**config.mk**
```make
export PLATFORM = sky130hd
export DESIGN_NAME = pole_mac
export DESIGN_NICKNAME = d
export VERILOG_FILES = /design/src/rtl/pole_mac.sv
export SDC_FILE = /design/constraint.sdc
export NUM_CORES = 1
export LEC_CHECK = 0
export CORE_MARGIN = 4
export CORE_UTILIZATION = 25
export DETAILED_ROUTE_END_ITERATION = 8
export SLEW_MARGIN = 15
export SYNTH_ARGS = -nofsm -noshare
export SYNTH_HDL_FRONTEND = slang
export SYNTH_SLANG_ARGS = --single-unit
```
**constraint.sdc**
```tcl
create_clock -name clk -period 11.65 [get_ports clk]
set_input_delay 1.165 -clock clk [delete_from_list [all_inputs] [get_ports clk]]
set_output_delay 1.165 -clock clk [all_outputs]
set_load 0.005 [all_outputs]
```
**src/rtl/pole_mac.sv**
```systemverilog
// Pole half of an IIR biquad: y = sat24((x - P1*y1 - P2*y2) >>> SHIFT).
// Define IIR_POLE_ROUND_EN for round-half-up instead of floor in SAT.
module pole_mac #(
  parameter logic signed [16:0] P1    = -17'sd62259,
  parameter logic signed [16:0] P2    = 17'sd29655,
  parameter int                 SHIFT = 15
) (
  input  logic               clk,
  input  logic               rst,
  input  logic signed [42:0] Xin,
  input  logic               in_valid,
  input  logic               clr,
  output logic signed [23:0] Yout,
  output logic               out_valid,
  output logic               busy,
  output logic               sat_flag,
  output logic               drop_flag
);

  typedef enum logic [1:0] {
    IDLE,
    MUL1,
    MUL2,
    SAT
  } state_t;

  localparam logic signed [45:0] YMAX = 46'sd8388607;
  localparam logic signed [45:0] YMIN = -46'sd8388608;
`ifdef IIR_POLE_ROUND_EN
  localparam logic signed [45:0] HALF = 46'sd1 <<< (SHIFT - 1);
`endif

  state_t             state_q, state_d;
  logic signed [45:0] acc_q, acc_d;
  logic signed [23:0] y1_q, y1_d;
  logic signed [23:0] y2_q, y2_d;
  logic signed [23:0] yout_d;
  logic               ov_d;
  logic               sat_d;
  logic               drop_d;

  logic signed [16:0] coef;
  logic signed [23:0] opnd;
  logic signed [40:0] prod;
  logic signed [45:0] prod_ext;
  logic signed [45:0] shifted;
  logic signed [23:0] ysat;
  logic               clamp;

  // One shared multiplier; the operand pair follows the state
  always_comb begin
    coef = P1;
    opnd = y1_q;
    if (state_q == MUL2) begin
      coef = P2;
      opnd = y2_q;
    end
  end

  assign prod     = coef * opnd;
  assign prod_ext = {{5{prod[40]}}, prod};

`ifdef IIR_POLE_ROUND_EN
  assign shifted = (acc_q + HALF) >>> SHIFT;
`else
  assign shifted = acc_q >>> SHIFT;
`endif

  always_comb begin
    ysat  = shifted[23:0];
    clamp = 1'b0;
    if (shifted > YMAX) begin
      ysat  = YMAX[23:0];
      clamp = 1'b1;
    end else if (shifted < YMIN) begin
      ysat  = YMIN[23:0];
      clamp = 1'b1;
    end
  end

  always_comb begin
    state_d = state_q;
    acc_d   = acc_q;
    y1_d    = y1_q;
    y2_d    = y2_q;
    yout_d  = Yout;
    ov_d    = 1'b0;
    sat_d   = sat_flag;
    drop_d  = drop_flag;
    if (clr) begin
      state_d = IDLE;
      acc_d   = '0;
      y1_d    = '0;
      y2_d    = '0;
      yout_d  = '0;
      sat_d   = 1'b0;
      drop_d  = 1'b0;
    end else begin
      if (in_valid && state_q != IDLE)
        drop_d = 1'b1;
      unique case (state_q)
        IDLE: begin
          if (in_valid) begin
            acc_d   = {{3{Xin[42]}}, Xin};
            state_d = MUL1;
          end
        end
        MUL1: begin
          acc_d   = acc_q - prod_ext;
          state_d = MUL2;
        end
        MUL2: begin
          acc_d   = acc_q - prod_ext;
          state_d = SAT;
        end
        SAT: begin
          yout_d  = ysat;
          y1_d    = ysat;
          y2_d    = y1_q;
          ov_d    = 1'b1;
          state_d = IDLE;
          if (clamp)
            sat_d = 1'b1;
        end
        default: state_d = IDLE;
      endcase
    end
  end

  always_ff @(posedge clk or negedge rst) begin
    if (!rst) begin
      state_q   <= IDLE;
      acc_q     <= '0;
      y1_q      <= '0;
      y2_q      <= '0;
      Yout      <= '0;
      out_valid <= 1'b0;
      sat_flag  <= 1'b0;
      drop_flag <= 1'b0;
    end else begin
      state_q   <= state_d;
      acc_q     <= acc_d;
      y1_q      <= y1_d;
      y2_q      <= y2_d;
      Yout      <= yout_d;
      out_valid <= ov_d;
      sat_flag  <= sat_d;
      drop_flag <= drop_d;
    end
  end

  assign busy = (state_q != IDLE);

endmodule

```
# After elaboration in Yosys (flattened, before gate mapping)
# Cells that the tools add are included.
[op_classes] add_sub_neg=1 mul=1 magnitude_cmp=2 n_eq_ne=4 n_mux=23 reduce_logical=10
[ops] operator="$mux W24" count=7
[ops] operator="$mux W46" count=2
[ops] operator="$pmux W46 S2" count=1
[ops] operator="$sub A46 B41 Y46" count=1
[ops] operator="$mul A17 B24 Y41" count=1
[ops] operator="$gt A31 B24 Y1 const B" count=1
[ops] operator="$lt A31 B24 Y1 const B" count=1
[ops] operator="$mux W17" count=1
[ops] operator="$mux W1" count=9
[ops] operator="$pmux W2 S4" count=1
[ops] operator="$reduce_bool A2 Y1" count=4
[ops] operator="$eq A2 B2 Y1 const B" count=2
[ops] operator="$mux W2" count=2
[ops] operator="$reduce_and A2 Y1" count=2
[ops] operator="$ne A3 B3 Y1 const B" count=1
[ops] operator="$reduce_bool A3 Y1" count=1
[ops] operator="$eq A2 B1 Y1 const B" count=1
[ops] operator="$logic_not A2 Y1" count=1
[ops] operator="$reduce_or A2 Y1" count=1
[ops] operator="$logic_and A1 B1 Y1" count=1
[word_totals] register_bits=99 in_bits=47 output_inout_bits=28 wordCells=48

# Logic depth before layout (Yosys ltp)
# Gate-level depths: netlist (run 1).
[logic_depth] word_depth=6 ltp_mapped=32 ltp_nobuf=28

# Worst setup path after synthesis (run 1)
# No wires, ideal clock.
[synth_timing] kind="register to register" start="reg state_q[0]" end="reg acc_q[40]" setup_ns=0.111 t_arrival_ns=7.974 required_ns=11.539 path_slack_ns=3.565 stages_incl_launch_ff=29 path_buffers=3 period_less_slack_ns=8.085 cell_sequence="dfrtp_1 -> inv_1 -> ha_1 -> clkbuf_1 -> nand2_1 -> nand2_1 -> clkbuf_1 -> inv_1 -> fa_1 -> fa_1 -> inv_1 -> fa_1 -> inv_1 -> fa_1 -> fa_1 -> inv_1 -> fa_1 -> inv_1 -> ha_1 -> buf_2 -> a21o_1 -> a21o_1 -> nor4_1 -> o21ai_0 -> a32o_1 -> a211o_4 -> a41oi_2 -> xor2_1 -> a2111oi_2"
[synth_via] elab_chain_cells=6 elab_cells_between_ends=13 cone_classes="add/sub: 1; mul: 1; eq/ne: 3; mux: 4; reduce/logical: 4"
[synth_lines] element="start, declared" line_no="33" text="state_t state_q, state_d;"
[synth_lines] element="start signal, assigned" line_no="141" text="state_q <= state_d;"
[synth_lines] element="$eq A2 B2 Y1" line_no="54, 101"
[synth_lines] element="$mux W24 or $mux W17 (tied branches)" line_no="54" text="if (state_q == MUL2) begin"
[synth_lines] element="$mul A17 B24 Y41" line_no="60" text="assign prod = coef * opnd;"
[synth_lines] element="$sub A46 B41 Y46" line_no="109, 113"
[synth_lines] element="$pmux W46 S2" line_no="101" text="unique case (state_q)"
[synth_lines] element="$mux W46" line_no="90" text="if (clr) begin"
[synth_lines] element="end signal, assigned" line_no="133" text="acc_q <= '0;"
[synth_lines] element="end signal, assigned" line_no="142" text="acc_q <= acc_d;"
[synth_lines] element="end, declared" line_no="34" text="logic signed [45:0] acc_q, acc_d;"
# Parallel ways exist; a longest one is shown, timed or not.
# A chain may end at the register's enable or synchronous reset.

# Worst setup path after layout (run 1)
[layout_timing] start="reg state_q[0]" end="reg acc_q[43]"
# Same word-level chain as after synthesis.

==> flow_metrics.py, run 1 <==
metrics = {
    "drt": {
        "first_pass_iters": 5,
        "wl_per_cell_um": 17.9,
        "wl_mm": 56.0,
        "detail-route-antenna-nets": 0,
        "route.detailed.drc": 0,
        "num_vias": 14200,
        "drt_iter0_markers": 1043,
        "drt-vias-per-instance": 4.54,
    },
    "grt": {
        "grtUsageTotal": 0.141,
        "grt_max_degree": 60,
        "antenna_found_initial": 1,
        "grt_pass1_wl_mm": 87.9,
        "overflow": 0,
        "grt_pass1_vias": 14700,
    },
    "sta": {
        "fmax_mhz": 113,
        "relSlewSlack": 0.271,
        "finalHoldViolations": 0,
        "post-route-period-util": 0.762,
        "tightest_slew_ns": 1.09,
        "rsz0062_at_grt": "false",
        "period_minus_slack_ns": 8.88,
        "maxSlewViolCount": 0,
        "setup_viol": 0,
        "skew_ns": 0.0181,
        "fin_tns_setup_ns": 0,
        "holdWs_ns": 0.506,
    },
    "place": {
        "dp_hpwl_mm": 46.7,
        "port_buffers": 74,
        "place.gp.congestion": 0.909,
    },
    "clock_network": {
        "clockBufferDepth": 2,
        "htreeDepth": 3,
        "cts_buffers": 9,
        "post_cts_buffers": 0,
        "cts_resized": 0,
        "postCtsHoldBufs": 0,
        "clkTransAtPathRegs_ns": 0.10,
        "clock_latency_ns": 0.41,
        "cts.sink_count": 99,
        "cts-root-buf": "clkbuf_16",
        "cts_tree": "yes",
    },
    "worst_setup_path": {
        "worst-setup-path-type": "reg -> reg",
        "cp_common_cell": "fa_1",
        "critPathBufInv": 6,
        "crit_path_end_kind": "flop",
        "slowest_delay_ns": 0.59,
        "worst_setup_path_start_kind": "flop",
        "cp_max_fo": 56,
        "critPathArrivalTime_ns": 9.18,
        "crit_required_ns": 11.95,
        "critical-path-top-delay-family": "adder cells",
        "cp_slowest_cell": "fa_1",
    },
    "logic_synthesis": {
        "synth_flop_cell": "dfrtp_1",
        "synth.distinct_cells": 75,
        "synth_top_cell_area_share": 0.342,
        "synth_edf_count": 0,
        "synth_nets": 2659,
        "synth_seq_area_share": 0.131,
        "synth_common_cells": "inv_1, fa_1, ha_1",
        "ys_ff_latch": 99,
        "synth_top_area_cell": "fa_1",
        "yosysWarnings": 0,
        "yosysMostFrequentCell": "inv_1",
        "synth_cells": 2112,
        "synth_area_leaders": "fa_1, dfrtp_1, ha_1, inv_1, nor2_1",
        "synth_area_um2": 19000,
        "avgSynthCellArea_um2": 8.99,
        "async_reset_ff_frac": 1.00,
    },
    "floorplan": {
        "die_h_um": 284,
        "rows": 100,
        "fp.dieW_um": 284,
        "ios": 75,
        "design.core.area_um2": 74800,
        "dieArea_um2": 80400,
        "start_util": 0.254,
    },
    "finish": {
        "diodes": 0,
        "nNetsFinal": 2695,
        "area_delta_synth_final_pct": 10.9,
        "n_fill_cell": 8004,
        "drive_above_1_share": 0.0348,
    },
    "job": {
        "max_cap_violations": 0,
    },
    "outcome": {
        "status": "finished, final reports clean",
    },
    "hold_path": {
        "worstHoldPathType": "reg -> reg",
    },
}
-- tightest hold or removal path, stage by stage (launching register included) --
cell	delay, ns
dfrtp_1	0.35
a21oi_1	0.04
nor2_1	0.07
-- layout by cell type (no fill, tap or decap), types with 42 or more instances in the layout --
cell type          n
clkdlybuf4s50_1   72
nand2_1          127
a21oi_1           96
dfrtp_1           99
o21ai_0           71
nor2_1           143
inv_1            534
xnor2_1           42
fa_1             324
ha_1             173
nand2b_1          57
-- area by class of cell --
cell class                      instances  area [µm²]  share of cell area
Clock buffer                            9         225              0.0107
Multi-Input combinational cell       1414       14200               0.674
Clock inverter                          7        88.8             0.00422
Sequential cell                        99        2480               0.118
Tap cell                              969        1210              0.0576
Inverter                              535        2010              0.0954
Timing Repair Buffer                   89         846              0.0402
-- flip-flops by register name, indices dropped and copies added, names as in the netlist --
name,count
acc_q,46
y1_q,24
y2_q,24
state_q,2
drop_flag,1
out_valid,1
sat_flag,1
-- metal layers --
metal  routed length [µm]  global-route usage
met3                 3430              0.0316
met1                25300               0.195
met5                    0                   0
met4                  973              0.0261
met2                26300               0.229
-- kinds of logic after synthesis --
family / Yosys count / share of synthesized area
flip-flops: 99 / 0.131
AO/OA/AOI/OAI: 335 / 0.117
XOR/XNOR: 80 / 0.0369
adder cells (fa/ha/maj): 500 / 0.458
buffers and inverters: 599 / 0.124
multiplexers: 38 / 0.0201
AND/OR/NAND/NOR: 461 / 0.114
-- stage by stage --
stage / instances / instance area (µm²) / worst slack, ns / util
after floorplan: 2112 / 19000 / 3.56 / -
after global placement: 3106 / 20700 / 3.01 / 0.277
after detailed placement: 3106 / 20700 / 2.88 / 0.277
after CTS: 3122 / 21000 / 2.85 / 0.281
after global routing: 3122 / 21000 / 2.26 / 0.281
final: 3122 / 21000 / 2.77 / 0.281
-- path summary, 6_finish.rpt --
kind / from / end / slack, ns / cells past startpoint
setup / recovery: state_q[0]$_DFFE_PN0P_ / acc_q[43]$_DFFE_PN0P_ / 2.77 / 26
hold / removal: drop_flag$_DFFE_PN0P_ / drop_flag$_DFFE_PN0P_ / 0.51 / 2
setup reg to reg: state_q[0]$_DFFE_PN0P_ / acc_q[43]$_DFFE_PN0P_ / 2.77 / 26
hold reg to reg: drop_flag$_DFFE_PN0P_ / drop_flag$_DFFE_PN0P_ / 0.51 / 2
max in group asynchronous: rst / y1_q[20]$_DFFE_PN0P_ / 9.64 / 2
min in group asynchronous: rst / y1_q[0]$_DFFE_PN0P_ / 0.82 / 1
Power of run 1 is not shown: default switching activity piles up to over one toggle a cycle in this logic, so the estimate is an artifact.
==> run 2, diff against run 1 <==
Clock period 11.65 ns to 8.7 ns, I/O delays scaled along.
==> run 2 against run 1 <==
- first-iteration DRC count rose by 6.0%
- die area did not move
- final cell count grew 0.67%
- core utilization up 0.19 points
- clock skew rose by 0.0055 ns
- critical path depth up 2
- critical endpoint is now acc_q[37]$_DFFE_PN0P_
==> flow_metrics.py, run 2 (same netlist as run 1, synthesis figures left out) <==
metrics = {
    "outcome": {
        "status": "finished, final reports clean",
    },
    "worst_setup_path": {
        "endpoint": "acc_q[37]$_DFFE_PN0P_",
        "cp_max_fo": 23,
        "slowest_delay_ns": 0.55,
        "worst-setup-path-type": "reg -> reg",
        "r2r-end": "acc_q[37]$_DFFE_PN0P_",
        "crit_required_ns": 8.97,
        "r2r_slack_ns": 0.60,
        "worstReg2RegStart": "state_q[0]$_DFFE_PN0P_",
        "cp_slowest_cell": "fa_1",
        "critPathArrivalTime_ns": 8.37,
        "r2r_cells": 28,
        "cp-startpoint": "state_q[0]$_DFFE_PN0P_",
        "worst_setup_path_start_kind": "flop",
        "crit_path_end_kind": "flop",
    },
    "clock_network": {
        "cts_buffers": 9,
        "clkTransAtPathRegs_ns": 0.09,
        "clockBufferDepth": 2,
        "htreeDepth": 3,
        "cts.sink_count": 99,
        "cts_tree": "yes",
        "clock_latency_ns": 0.42,
        "cts-root-buf": "clkbuf_16",
        "cts_resized": 0,
    },
    "sta": {
        "holdWs_ns": 0.506,
        "skew_ns": 0.0236,
        "fin_tns_setup_ns": 0,
        "setup_viol": 0,
        "maxSlewViolCount": 0,
        "fmax_mhz": 123,
        "post-route-period-util": 0.931,
        "finalHoldViolations": 0,
        "relSlewSlack": 0.263,
        "rsz0062_at_grt": "false",
        "period_minus_slack_ns": 8.10,
        "tightest_slew_ns": 1.10,
    },
    "grt": {
        "grt_pass1_wl_mm": 90.2,
        "grt_max_degree": 52,
        "grt_pass1_vias": 15000,
        "grtUsageTotal": 0.145,
        "overflow": 0,
        "antenna_found_initial": 2,
    },
    "place": {
        "post_dp_cell_area_um2": 20900,
        "dp_cells": 3126,
        "dp_hpwl_mm": 47.5,
        "place.gp.congestion": 0.924,
        "port_buffers": 74,
    },
    "floorplan": {
        "dieArea_um2": 80400,
        "rows": 100,
        "fp.dieW_um": 284,
        "design.core.area_um2": 74800,
        "start_util": 0.254,
        "die_h_um": 284,
        "ios": 75,
    },
    "drt": {
        "first_pass_iters": 5,
        "num_vias": 14400,
        "wl_mm": 57.1,
        "wl_per_cell_um": 18.2,
        "drt-vias-per-instance": 4.57,
        "route.detailed.drc": 0,
        "drt_iter0_markers": 1106,
        "detail-route-antenna-nets": 0,
    },
    "job": {
        "max_cap_violations": 0,
    },
    "finish": {
        "final_area_um2": 21200,
        "multi_input_area_um2": 14200,
        "area_delta_synth_final_pct": 11.6,
        "final_common_cell": "inv_1",
        "seqCellArea_um2": 2480,
        "nNetsFinal": 2716,
        "diodes": 0,
        "n_fill_cell": 7957,
        "drive_above_1_share": 0.0437,
        "layout.cells.most_common_list": "inv_1, fa_1, ha_1",
        "final_cells": 3143,
        "top_regs": "acc_q: 46 flops, y1_q: 24 flops, y2_q: 24 flops",
        "top_register": "acc_q",
        "largest_register_ffs": 46,
    },
    "hold_path": {
        "worstHoldPathType": "reg -> reg",
    },
}
==> run 2: cell count changes in the layout (fill, tap and decap cells not counted) <==
cell / change
nor2_2: +1
clkbuf_1: +1
inv_12: -1
clkinv_8: -2
inv_6: +1
nor2_4: -1
buf_16: +1
buf_4: +20
clkinv_2: +1
==> run 2: layout make-up <==
| class | count | area share |
|---|---|---|
| Multi-Input combinational cell | 1414 | 0.669 |
| Sequential cell | 99 | 0.117 |
| Inverter | 535 | 0.0948 |
| Tap cell | 969 | 0.0572 |
| Timing Repair Buffer | 110 | 0.0483 |
| Clock buffer | 10 | 0.0108 |
| Clock inverter | 6 | 0.00254 |
==> run 2: worst min-delay path by stage <==
stage	cells after the start	slack, ns	startpoint	end
floorplan	2	0.48	acc_q[32]$_DFFE_PN0P_	acc_q[32]$_DFFE_PN0P_
CTS	2	0.51	drop_flag$_DFFE_PN0P_	drop_flag$_DFFE_PN0P_
global placement	2	0.48	drop_flag$_DFFE_PN0P_	drop_flag$_DFFE_PN0P_
detailed placement	2	0.49	drop_flag$_DFFE_PN0P_	drop_flag$_DFFE_PN0P_
finish	2	0.51	drop_flag$_DFFE_PN0P_	drop_flag$_DFFE_PN0P_
global route	1	0.55	rst	y2_q[2]$_DFFE_PN0P_
==> run 2: per-layer routing <==
layer	global-route usage	wire length [µm]	up-vias
li1	-	-	6677
met1	0.205	26200	7233
met2	0.227	26200	381
met3	0.0315	3460	63
met4	0.0299	1280	2
met5	0	16	-
==> run 2: worst max-delay path: cells and delay by family (launching register included) <==
kind / cells / cell delay (ns)
fa+ha+maj: 8 / 3.41
compound gates: 8 / 2.04
buf+inv: 8 / 1.04
simple gates: 3 / 0.86
flops: 1 / 0.39
xor+xnor: 1 / 0.20
==> run 2: repair_timing <==
item                       4_1_cts  5_1_grt
setup endpoints to repair        0        3
hold buffers                     0        0
setup buffers                    0        1
==> run 2: metrics by stage <==
| step | util | setup slack [ns] |
|---|---|---|
| 6_report | 0.283 | 0.597 |
| 5_1_grt | 0.283 | 0.0207 |
| 4_1_cts | 0.283 | 0.470 |
| 3_5_place_dp | 0.279 | 0.539 |
| 3_3_place_gp | 0.279 | 0.528 |
| 2_1_floorplan | - | 0.615 |
Power of run 2 is left out for the same reason.
==> run 3, diff against run 2 <==
Settings changed: CORE_MARGIN 4 to default.
==> run 3 against run 2 <==
- final cell count is 0.16% lower
- critical endpoint is now acc_q[43]$_DFFE_PN0P_
- fmax is 1.1% lower
- design area hardly changed
- flip-flop and latch count stayed put
- critical path type unchanged
==> flow_metrics.py, run 3 (same netlist as run 1, synthesis figures left out) <==
metrics = {
    "outcome": {
        "status": "finished, final reports clean",
    },
    "worst_setup_path": {
        "worst-setup-path-type": "reg -> reg",
        "crit_path_end_kind": "flop",
        "critPathArrivalTime_ns": 8.49,
        "r2r_cells": 25,
        "crit_required_ns": 8.99,
        "worstReg2RegStart": "state_q[0]$_DFFE_PN0P_",
        "worst_setup_path_start_kind": "flop",
        "r2r-end": "acc_q[43]$_DFFE_PN0P_",
        "cp_max_fo": 24,
        "r2r_slack_ns": 0.51,
    },
    "finish": {
        "nNetsFinal": 2710,
        "top_regs": "acc_q: 46 flops, y1_q: 24 flops, y2_q: 24 flops",
        "area_delta_synth_final_pct": 11.6,
        "drive_above_1_share": 0.0411,
        "fin_util": 0.283,
        "largest_register_ffs": 46,
        "n_fill_cell": 8028,
        "layout.cells.most_common_list": "inv_1, fa_1, ha_1",
        "top_register": "acc_q",
        "final_common_cell": "inv_1",
    },
    "sta": {
        "rsz0062_at_grt": "false",
        "fin_tns_setup_ns": 0,
        "skew_ns": 0.0185,
        "tightest_slew_ns": 1.10,
        "setup_viol": 0,
        "holdWs_ns": 0.429,
        "post-route-period-util": 0.942,
        "fmax_mhz": 122,
        "timing.final.ws_setup_ns": 0.505,
        "maxSlewViolCount": 0,
        "period_minus_slack_ns": 8.19,
        "relSlewSlack": 0.261,
        "finalHoldViolations": 0,
    },
    "drt": {
        "drt-vias-per-instance": 4.53,
        "wl_per_cell_um": 18.1,
        "drt_iter0_markers": 997,
        "num_vias": 14200,
        "wl_mm": 56.8,
        "detail-route-antenna-nets": 0,
        "first_pass_iters": 5,
        "route.detailed.drc": 0,
    },
    "job": {
        "max_cap_violations": 0,
    },
    "clock_network": {
        "cts-root-buf": "clkbuf_16",
        "clkTransAtPathRegs_ns": 0.08,
        "postCtsHoldBufs": 0,
        "cts_tree": "yes",
        "cts.sink_count": 99,
        "cts_resized": 0,
        "clock_latency_ns": 0.41,
        "cts_buffers": 9,
        "post_cts_buffers": 0,
        "htreeDepth": 3,
        "clockBufferDepth": 2,
    },
    "floorplan": {
        "ios": 75,
        "dieArea_um2": 77000,
        "design.core.area_um2": 74800,
        "rows": 100,
        "fp.dieW_um": 278,
        "start_util": 0.254,
        "die_h_um": 278,
    },
    "place": {
        "dp_hpwl_mm": 47.2,
        "post-place-ws_ns": 0.420,
        "place.gp.congestion": 0.898,
        "port_buffers": 74,
    },
    "grt": {
        "grtUsageTotal": 0.152,
        "grt_max_degree": 62,
        "antenna_found_initial": 1,
        "grt_pass1_vias": 14700,
        "overflow": 0,
        "grt_pass1_wl_mm": 89.0,
    },
    "hold_path": {
        "worstHoldPathType": "in -> async",
    },
}
==> run 3: cell types whose count changed in the layout (fill, tap and decap cells not counted), sizes merged <==
| cell | delta |
|---|---|
| buf | -6 |
| bufinv | +1 |
| diode | +1 |
| inv | -1 |
==> run 3: worst max path at each step <==
stage | from | end | slack, ns
3_5_place_dp | state_q[0]$_DFFE_PN0P_ | acc_q[43]$_DFFE_PN0P_ | 0.42
6_report | state_q[0]$_DFFE_PN0P_ | acc_q[43]$_DFFE_PN0P_ | 0.51
5_1_grt | state_q[0]$_DFFE_PN0P_ | acc_q[43]$_DFFE_PN0P_ | 0.03
3_3_place_gp | state_q[0]$_DFFE_PN0P_ | acc_q[43]$_DFFE_PN0P_ | 0.54
4_1_cts | state_q[0]$_DFFE_PN0P_ | acc_q[43]$_DFFE_PN0P_ | 0.37
2_1_floorplan | state_q[0]$_DFFE_PN0P_ | acc_q[40]$_DFFE_PN0P_ | 0.61
==> run 3: area by class of cell <==
cell class | count | area [µm²] | share of cell area
Timing Repair Buffer | 104 | 991 | 0.0468
Sequential cell | 99 | 2480 | 0.117
Tap cell | 969 | 1210 | 0.0572
Antenna cell | 1 | 2.50 | 0.000118
Multi-Input combinational cell | 1414 | 14200 | 0.670
Clock buffer | 10 | 229 | 0.0108
Clock inverter | 6 | 72.6 | 0.00343
Inverter | 535 | 2010 | 0.0948
==> run 3: through the flow <==
stage / cells / area [µm²]
final: 3138 / 21200
after global routing: 3137 / 21200
after CTS: 3136 / 21200
after detailed placement: 3120 / 20900
after global placement: 3120 / 20900
after floorplan: 2112 / 19000
==> run 3: per-layer routing <==
layer,global-route usage,up-vias,wire length (µm)
li1,-,6659,-
met2,0.240,363,26500
met1,0.215,7157,26200
met3,0.0306,48,3260
met5,0,-,0
met4,0.0292,0,956
==> run 3: critical path, cell delays in order (launching register included) <==
cell,delay [ns]
dfrtp_1,0.39
inv_1,0.18
ha_4,0.46
nand2_1,0.29
and2_1,0.33
nand2b_1,0.34
fa_1,0.59
fa_1,0.51
inv_1,0.07
fa_1,0.47
inv_1,0.05
fa_1,0.48
fa_1,0.55
inv_1,0.05
fa_1,0.50
inv_1,0.05
ha_1,0.47
nand4_1,0.19
nor3_1,0.36
nand4_1,0.14
nor3_1,0.25
nor2_1,0.21
o31ai_1,0.50
a21oi_1,0.18
xnor2_1,0.15
a221o_1,0.29
Power of run 3 is left out for the same reason.
